--- src/rtl/qrisc32_if_prefetch_pkg.sv ---
`default_nettype none
// ============================================================================
// Module : qrisc32_pkg
// Types and constants shared by the qrisc32 instruction-fetch stage.
// Rev    : 1.0  initial release
// ============================================================================
package qrisc32_pkg;

    typedef enum logic [1:0] {
        S_RESET = 2'd0,
        S_FETCH = 2'd1,
        S_HOLD  = 2'd2,
        S_FLUSH = 2'd3
    } fetch_state_e;

    typedef struct packed {
        logic [31:0] pc;
        logic [31:0] instr;
    } if_entry_t;

    localparam logic [31:0] NOP_INSTR = 32'h0;

endpackage
`default_nettype wire

--- src/rtl/qrisc32_if_prefetch_if.sv ---
`default_nettype none
// ============================================================================
// Module : qrisc32_if_prefetch_if
// Avalon-MM read-only instruction bus between the fetch stage and memory.
// Rev    : 1.0  initial release
// ============================================================================
interface qrisc32_if_prefetch_if;

    logic [31:0] avm_address;
    logic        avm_rd;
    logic        avm_wait_req;
    logic [31:0] avm_data_r;

    modport master (
        output avm_address,
        output avm_rd,
        input  avm_wait_req,
        input  avm_data_r
    );

    modport slave (
        input  avm_address,
        input  avm_rd,
        output avm_wait_req,
        output avm_data_r
    );

endinterface
`default_nettype wire

--- src/rtl/qrisc32_if_fifo.sv ---
`default_nettype none
// ============================================================================
// Module : qrisc32_if_fifo
// Synchronous FIFO of {pc, instr} entries with single-cycle flush.
// Rev    : 1.0  initial release
// ============================================================================
module qrisc32_if_fifo
    import qrisc32_pkg::*;
#(
    parameter  int DEPTH = 4,
    localparam int AW    = $clog2(DEPTH),
    localparam int CW    = AW + 1
) (
    input  wire logic      clk,
    input  wire logic      rst,
    input  wire logic      i_push,
    input  wire if_entry_t i_data,
    input  wire logic      i_pop,
    input  wire logic      i_flush,
    output if_entry_t      o_head,
    output logic [CW-1:0]  o_count,
    output logic           o_empty
);

    if_entry_t     r_mem [DEPTH];
    logic [AW-1:0] r_wr_ptr;
    logic [AW-1:0] r_rd_ptr;
    logic [CW-1:0] r_count;
    logic          w_do_push;
    logic          w_do_pop;

    // Flush wins over a same-cycle push so a discarded word never lands.
    assign w_do_push = i_push & ~i_flush;
    assign w_do_pop  = i_pop & ~i_flush & (r_count != '0);

    always_ff @(posedge clk) begin
        if (rst || i_flush) begin
            r_wr_ptr <= '0;
            r_rd_ptr <= '0;
            r_count  <= '0;
        end else begin
            if (w_do_push) r_wr_ptr <= r_wr_ptr + 1'b1;
            if (w_do_pop)  r_rd_ptr <= r_rd_ptr + 1'b1;
            case ({w_do_push, w_do_pop})
                2'b10:   r_count <= r_count + 1'b1;
                2'b01:   r_count <= r_count - 1'b1;
                default: r_count <= r_count;
            endcase
        end
    end

    always_ff @(posedge clk) begin
        if (w_do_push) r_mem[r_wr_ptr] <= i_data;
    end

    assign o_head  = r_mem[r_rd_ptr];
    assign o_count = r_count;
    assign o_empty = (r_count == '0);

endmodule
`default_nettype wire

--- src/rtl/qrisc32_if_prefetch.sv ---
`default_nettype none
// ============================================================================
// Module : qrisc32_if_prefetch
// Instruction fetch with a DEPTH-entry prefetch queue; optional statistics
// counters are enabled with the QRISC32_IF_STATS_EN macro.
// Rev    : 1.0  initial release
// ============================================================================
module qrisc32_if_prefetch
    import qrisc32_pkg::*;
#(
    parameter int          DEPTH    = 4,
    parameter logic [31:0] RESET_PC = 32'h0
) (
    input  wire logic             clk,
    input  wire logic             reset,
    qrisc32_if_prefetch_if.master avm,
    input  wire logic             pipe_stall,
    input  wire logic             new_address_valid,
    input  wire logic [31:0]      new_address,
    output logic [31:0]           instruction,
    output logic [31:0]           pc,
    output logic                  instr_valid
`ifdef QRISC32_IF_STATS_EN
    ,
    output logic [31:0]           fetch_cnt,
    output logic [31:0]           flush_cnt,
    output logic [31:0]           stall_cnt
`endif
);

    localparam int CW = $clog2(DEPTH) + 1;

    fetch_state_e  r_state;
    fetch_state_e  w_state_cur;
    fetch_state_e  w_state_nxt;
    logic [31:0]   r_fetch_pc;
    logic [31:0]   r_issued_pc;
    logic          r_inflight;
    logic          r_drop;
    logic          w_rd;
    logic          w_accept;
    logic          w_credit;
    logic          w_resp;
    logic          w_push;
    logic          w_pop;
    logic          w_empty;
    logic [CW-1:0] w_count;
    logic [CW:0]   w_occupancy;
    if_entry_t     w_head;
    if_entry_t     w_resp_entry;

    assign w_occupancy = {1'b0, w_count} + {{CW{1'b0}}, r_inflight};
    assign w_credit    = (w_occupancy < (CW+1)'(DEPTH));

    // The redirect cycle itself is the flush cycle, so the target read
    // can issue on the very next cycle.
    always_comb begin
        w_state_cur = new_address_valid ? S_FLUSH : r_state;
        w_state_nxt = r_state;
        w_rd        = 1'b0;
        case (w_state_cur)
            S_RESET: w_state_nxt = S_FETCH;
            S_FETCH: begin
                w_rd = w_credit;
                if (w_credit && avm.avm_wait_req) w_state_nxt = S_HOLD;
            end
            S_HOLD: begin
                w_rd = 1'b1;
                if (!avm.avm_wait_req) w_state_nxt = S_FETCH;
            end
            S_FLUSH: w_state_nxt = S_FETCH;
            default: w_state_nxt = S_RESET;
        endcase
    end

    assign avm.avm_rd      = w_rd;
    assign avm.avm_address = r_fetch_pc;
    assign w_accept        = w_rd & ~avm.avm_wait_req;

    assign w_resp       = r_inflight & ~r_drop & ~new_address_valid;
    assign w_resp_entry = {r_issued_pc, avm.avm_data_r};
    assign w_pop        = ~new_address_valid & ~pipe_stall & ~w_empty;
    // An empty queue with a free output register lets the response bypass.
    assign w_push       = w_resp & (pipe_stall | ~w_empty);

    always_ff @(posedge clk) begin
        if (reset) begin
            r_state     <= S_RESET;
            r_fetch_pc  <= RESET_PC;
            r_issued_pc <= RESET_PC;
            r_inflight  <= 1'b0;
            r_drop      <= 1'b0;
        end else begin
            r_state    <= w_state_nxt;
            r_inflight <= w_accept;
            r_drop     <= new_address_valid;
            if (w_accept) r_issued_pc <= r_fetch_pc;
            if (new_address_valid)
                r_fetch_pc <= {new_address[31:2], 2'b00};
            else if (w_accept)
                r_fetch_pc <= r_fetch_pc + 32'd4;
        end
    end

    always_ff @(posedge clk) begin
        if (reset) begin
            instruction <= NOP_INSTR;
            pc          <= RESET_PC;
            instr_valid <= 1'b0;
        end else if (new_address_valid) begin
            instruction <= NOP_INSTR;
            instr_valid <= 1'b0;
        end else if (!pipe_stall) begin
            if (!w_empty) begin
                instruction <= w_head.instr;
                pc          <= w_head.pc;
                instr_valid <= 1'b1;
            end else if (w_resp) begin
                instruction <= w_resp_entry.instr;
                pc          <= w_resp_entry.pc;
                instr_valid <= 1'b1;
            end else begin
                instruction <= NOP_INSTR;
                instr_valid <= 1'b0;
            end
        end
    end

    qrisc32_if_fifo #(
        .DEPTH (DEPTH)
    ) u_fifo (
        .clk     (clk),
        .rst     (reset),
        .i_push  (w_push),
        .i_data  (w_resp_entry),
        .i_pop   (w_pop),
        .i_flush (new_address_valid),
        .o_head  (w_head),
        .o_count (w_count),
        .o_empty (w_empty)
    );

`ifdef QRISC32_IF_STATS_EN
    always_ff @(posedge clk) begin
        if (reset) begin
            fetch_cnt <= '0;
            flush_cnt <= '0;
            stall_cnt <= '0;
        end else begin
            if (w_accept)               fetch_cnt <= fetch_cnt + 32'd1;
            if (new_address_valid)      flush_cnt <= flush_cnt + 32'd1;
            if (w_state_cur == S_HOLD)  stall_cnt <= stall_cnt + 32'd1;
        end
    end
`endif

endmodule
`default_nettype wire

--- src/flat_wrapper.sv ---
// flat-port wrapper written by rule: the top's interface ports become plain ports
module qrisc32_if_prefetch_flat import qrisc32_pkg::*;
#(
    parameter int          DEPTH    = 4,
    parameter logic [31:0] RESET_PC = 32'h0
)
  (clk, reset, pipe_stall, new_address_valid, new_address, instruction, pc, instr_valid, avm_avm_address, avm_avm_rd, avm_avm_wait_req, avm_avm_data_r);
  qrisc32_if_prefetch_if avm_i ();
  input  wire logic clk;
  input  wire logic reset;
  input  wire logic pipe_stall;
  input  wire logic new_address_valid;
  input  wire logic [31:0] new_address;
  output logic [31:0] instruction;
  output logic [31:0] pc;
  output logic instr_valid;
  output wire logic [$bits(avm_i.avm_address)-1:0] avm_avm_address;
  output wire logic [$bits(avm_i.avm_rd)-1:0] avm_avm_rd;
  input wire logic [$bits(avm_i.avm_wait_req)-1:0] avm_avm_wait_req;
  input wire logic [$bits(avm_i.avm_data_r)-1:0] avm_avm_data_r;
  assign avm_avm_address = avm_i.avm_address;
  assign avm_avm_rd = avm_i.avm_rd;
  assign avm_i.avm_wait_req = avm_avm_wait_req;
  assign avm_i.avm_data_r = avm_avm_data_r;
  qrisc32_if_prefetch #(.DEPTH(DEPTH), .RESET_PC(RESET_PC)) u_core (.clk(clk), .reset(reset), .avm(avm_i), .pipe_stall(pipe_stall), .new_address_valid(new_address_valid), .new_address(new_address), .instruction(instruction), .pc(pc), .instr_valid(instr_valid));
endmodule
--- config.mk ---
export PLATFORM = sky130hd
export DESIGN_NAME = qrisc32_if_prefetch_flat
export DESIGN_NICKNAME = d
export VERILOG_FILES = /design/src/rtl/qrisc32_if_prefetch_pkg.sv /design/src/rtl/qrisc32_if_prefetch_if.sv /design/src/rtl/qrisc32_if_fifo.sv /design/src/rtl/qrisc32_if_prefetch.sv /design/src/flat_wrapper.sv
export SDC_FILE = /design/constraint.sdc
export NUM_CORES = 1
export LEC_CHECK = 0
export CAP_MARGIN = 20
export CORE_ASPECT_RATIO = 0.6
export CORE_MARGIN = 5
export CORE_UTILIZATION = 40
export DETAILED_ROUTE_END_ITERATION = 10
export SYNTH_ARGS = -nofsm -noshare
export SYNTH_HDL_FRONTEND = slang
export SYNTH_SLANG_ARGS = --single-unit
--- constraint.sdc ---
create_clock -name clk -period 3.52 [get_ports clk]
set_input_delay 0.352 -clock clk [delete_from_list [all_inputs] [get_ports clk]]
set_output_delay 0.352 -clock clk [all_outputs]
set_load 0.02 [all_outputs]
==> flow_summary.toml <==
[floorplanning]
die-width_um = 262
start_util = 0.405
dieArea_sq_um = 42300
rows = 55
io_pins = 167
die_h_um = 161
coreArea_sq_um = 37600

[routing]
drtAntennaViolNets = 0
wire_per_inst_um = 21.0
finalWirelength_um = 36200
viasPerCell = 5.29
vias = 9139
dr.pass1.iters = 4
drc_errors = 0
drt_iter0_drc = 635

[sta]
fin_crit_sh = 0.773
rsz0062_at_grt = "false"
period_minus_slack_ns = 2.72
relSlewSlack = 0.520
skew_ns = 0.0195
max_freq_mhz = 368
setup_violations = 0
worst_pin_slew_ns = 0.720
timing.final.hold_violations = 0
finalSetupTns_ns = 0
slew_violations = 0

[worst_hold_path]
hold_path_class = "in -> reg"

[setup_path]
startpoint_type = "input pin"
endpoint_kind = "output port"
critPathArrivalTime_ns = 2.37
crit_required_ns = 3.17
crit_path_max_fanout = 5
crit_type = "in -> out"

[pwr]
total_power_mw = 9.27
clock_power_share = 0.415
switchingPower_mw = 2.03
p_int_mw = 7.25
p_sw_frac = 0.219
ir_drop_mv = 0.397
leakage_nw = 5.81
combPwrFrac = 0.056
power_per_cell_area_nw_per_um2 = 495
seqPwrFrac = 0.529

[yosys]
yosysTopAreaCell = "edfxtp_1"
synth_ff_type = "edfxtp_1"
syn-cell-area_sq_um = 15300
synth.most_common_cell = "edfxtp_1"
synth_edf_count = 248
ys_seq_area_frac = 0.667
async_flop_share = 0
ys_warn_count = 0
yosysUniqueCellTypes = 53
synth_common_cells = "edfxtp_1, dfxtp_1, nor2_1"
synth_cells = 1028
post_synth.cell_area_avg_sq_um = 14.8
synth_seq_cells = 384
synth_top_area_share = 0.488
ys_top_cells_by_area = "edfxtp_1, dfxtp_1, mux4_2"

[cts]
cts_sinks = 384
numCtsBuffers = 37
cts_resized = 0
clock_latency_ns = 0.53
ctsHoldBuffers = 0
clk_path_buf_depth = 3
post_cts_buffers = 0
clk_pin_slew_ns = 0.06
cts_root_buffer = "clkbuf_16"
cts_tree = "done"
htreeDepth = 2

[finish]
final_util = 0.498
antenna_cells = 0
num-nets-final = 1263
drive_gt1_frac = 0.159
syn_to_final_growth_pct = 22.8
n_fill_cell = 3233

[place]
place.gp.congestion = 0.734
port_buffers = 160
dp_hpwl_um = 22500

[global_routing]
grt_max_degree = 70
gr-usage-all-layers = 0.172
grt_pass1_wl_um = 56800
grt_pass1_vias = 9357
grt_antenna_before_repair = 0
grt_overflow = 0

[flow_run]
drv_cap = 0

[status]
outcome = "finished clean"
layout make-up:
class                      count  area, sq um  share of cell area
sequential                   384        10200               0.543
clock buffer                  51         1050              0.0561
tap                          513          642              0.0343
timing repair buffer         190         1950               0.104
inverter                      11         41.3             0.00220
multi-input combinational    560         4750               0.254
clock inverter                17          114             0.00608
per-layer routing:
metal	GRT usage	vias to the layer above	part of all wire
li1	-	4238	-
met1	0.262	4693	0.49
met2	0.262	170	0.45
met3	0.0317	38	0.046
met4	0.0323	0	0.013
met5	0	-	0
final timing paths:
kind | cells past startpoint | endpoint | slack, ns | startpoint
worst max-delay path | 7 | avm_avm_rd | 0.80 | new_address_valid
worst min-delay path | 5 | u_core.u_fifo.r_rd_ptr[1]$_SDFFE_PP0P_ | 0.32 | pipe_stall
worst max register to register | 10 | u_core.u_fifo.o_count[2]$_SDFFE_PP0P_ | 0.97 | u_core.u_fifo.o_count[1]$_SDFFE_PP0P_
worst min register to register | 2 | u_core.r_state[0]$_SDFFE_PP0P_ | 0.46 | u_core.r_state[0]$_SDFFE_PP0P_
registers in the layout (all words and copies together), names as in the netlist, 3 cells and up, named ones only:
signal and count:
u_core.u_fifo.o_count 3, u_core.u_fifo.r_mem 248, u_core.instruction 32, u_core.r_issued_pc 30
u_core.avm.avm_address 30, u_core.pc 30
cell families (layout without fill, tap and decap cells):
kind of cell               after synthesis  after routing  synth area share
and+or+nand+nor                        304            304             0.108
DFF                                    384            384             0.667
adders and majority gates               10             10           0.00869
other                                    1              4          0.000246
muxes                                   95             95             0.113
AOI/OAI and AO/OA                      117            117            0.0604
buffers and inverters                   87            269            0.0255
xor gates and xnor gates                30             30            0.0172
placed cells by master (no fill, tap or decap), types with 7 or more instances in the layout:
cell type        Yosys  routed
a211oi_1            13      13
a21oi_1             17      16
a221oi_1            32      32
a311oi_1            31      31
buf_12               0      11
buf_4                7      19
clkbuf_1            47       9
clkbuf_16            0      39
clkdlybuf4s50_1      0     158
clkinv_1             0       7
dfxtp_1            136     134
edfxtp_1           248     248
ha_1                 9       9
inv_1               11      11
mux2i_1             33      33
mux4_2              62      62
nand2_1             80      80
nand3_1              7       7
nor2_1              91      91
nor2b_1             32      32
nor3_1              35      34
nor4_2              12      12
o21ai_1              7       7
o21bai_1             7       7
xnor2_1             26      26
metrics by stage:
| stage | hold WS (ns) | setup WS (ns) | cells | instance area (sq um) |
|---|---|---|---|---|
| floorplan | 0.432 | 0.525 | 1031 | 15300 |
| global placement | 0.443 | 0.445 | 1658 | 17600 |
| detailed placement | 0.445 | 0.385 | 1658 | 17600 |
| CTS | 0.295 | 0.764 | 1726 | 18700 |
| global route | 0.332 | 0.692 | 1726 | 18700 |
| finish | 0.323 | 0.799 | 1726 | 18700 |
power by group through the flow:
stage	combinational, mW	clock [mW]	sequential [mW]
after detailed placement	0.522	0	5.01
after CTS	0.525	3.96	4.91
after global placement	0.518	0	5.01
after floorplan	0.231	0	5.03
after global routing	0.562	4.15	4.92
final	0.519	3.84	4.91
critical path, stage by stage:
cell and delay, ns:
clkdlybuf4s50_1 0.49, or2_2 0.34, inv_1 0.07, ha_1 0.32, a21oi_4 0.05, nor2_1 0.10, clkdlybuf4s50_1 0.65
No activity file was read; power rests on OpenSTA's default activity.
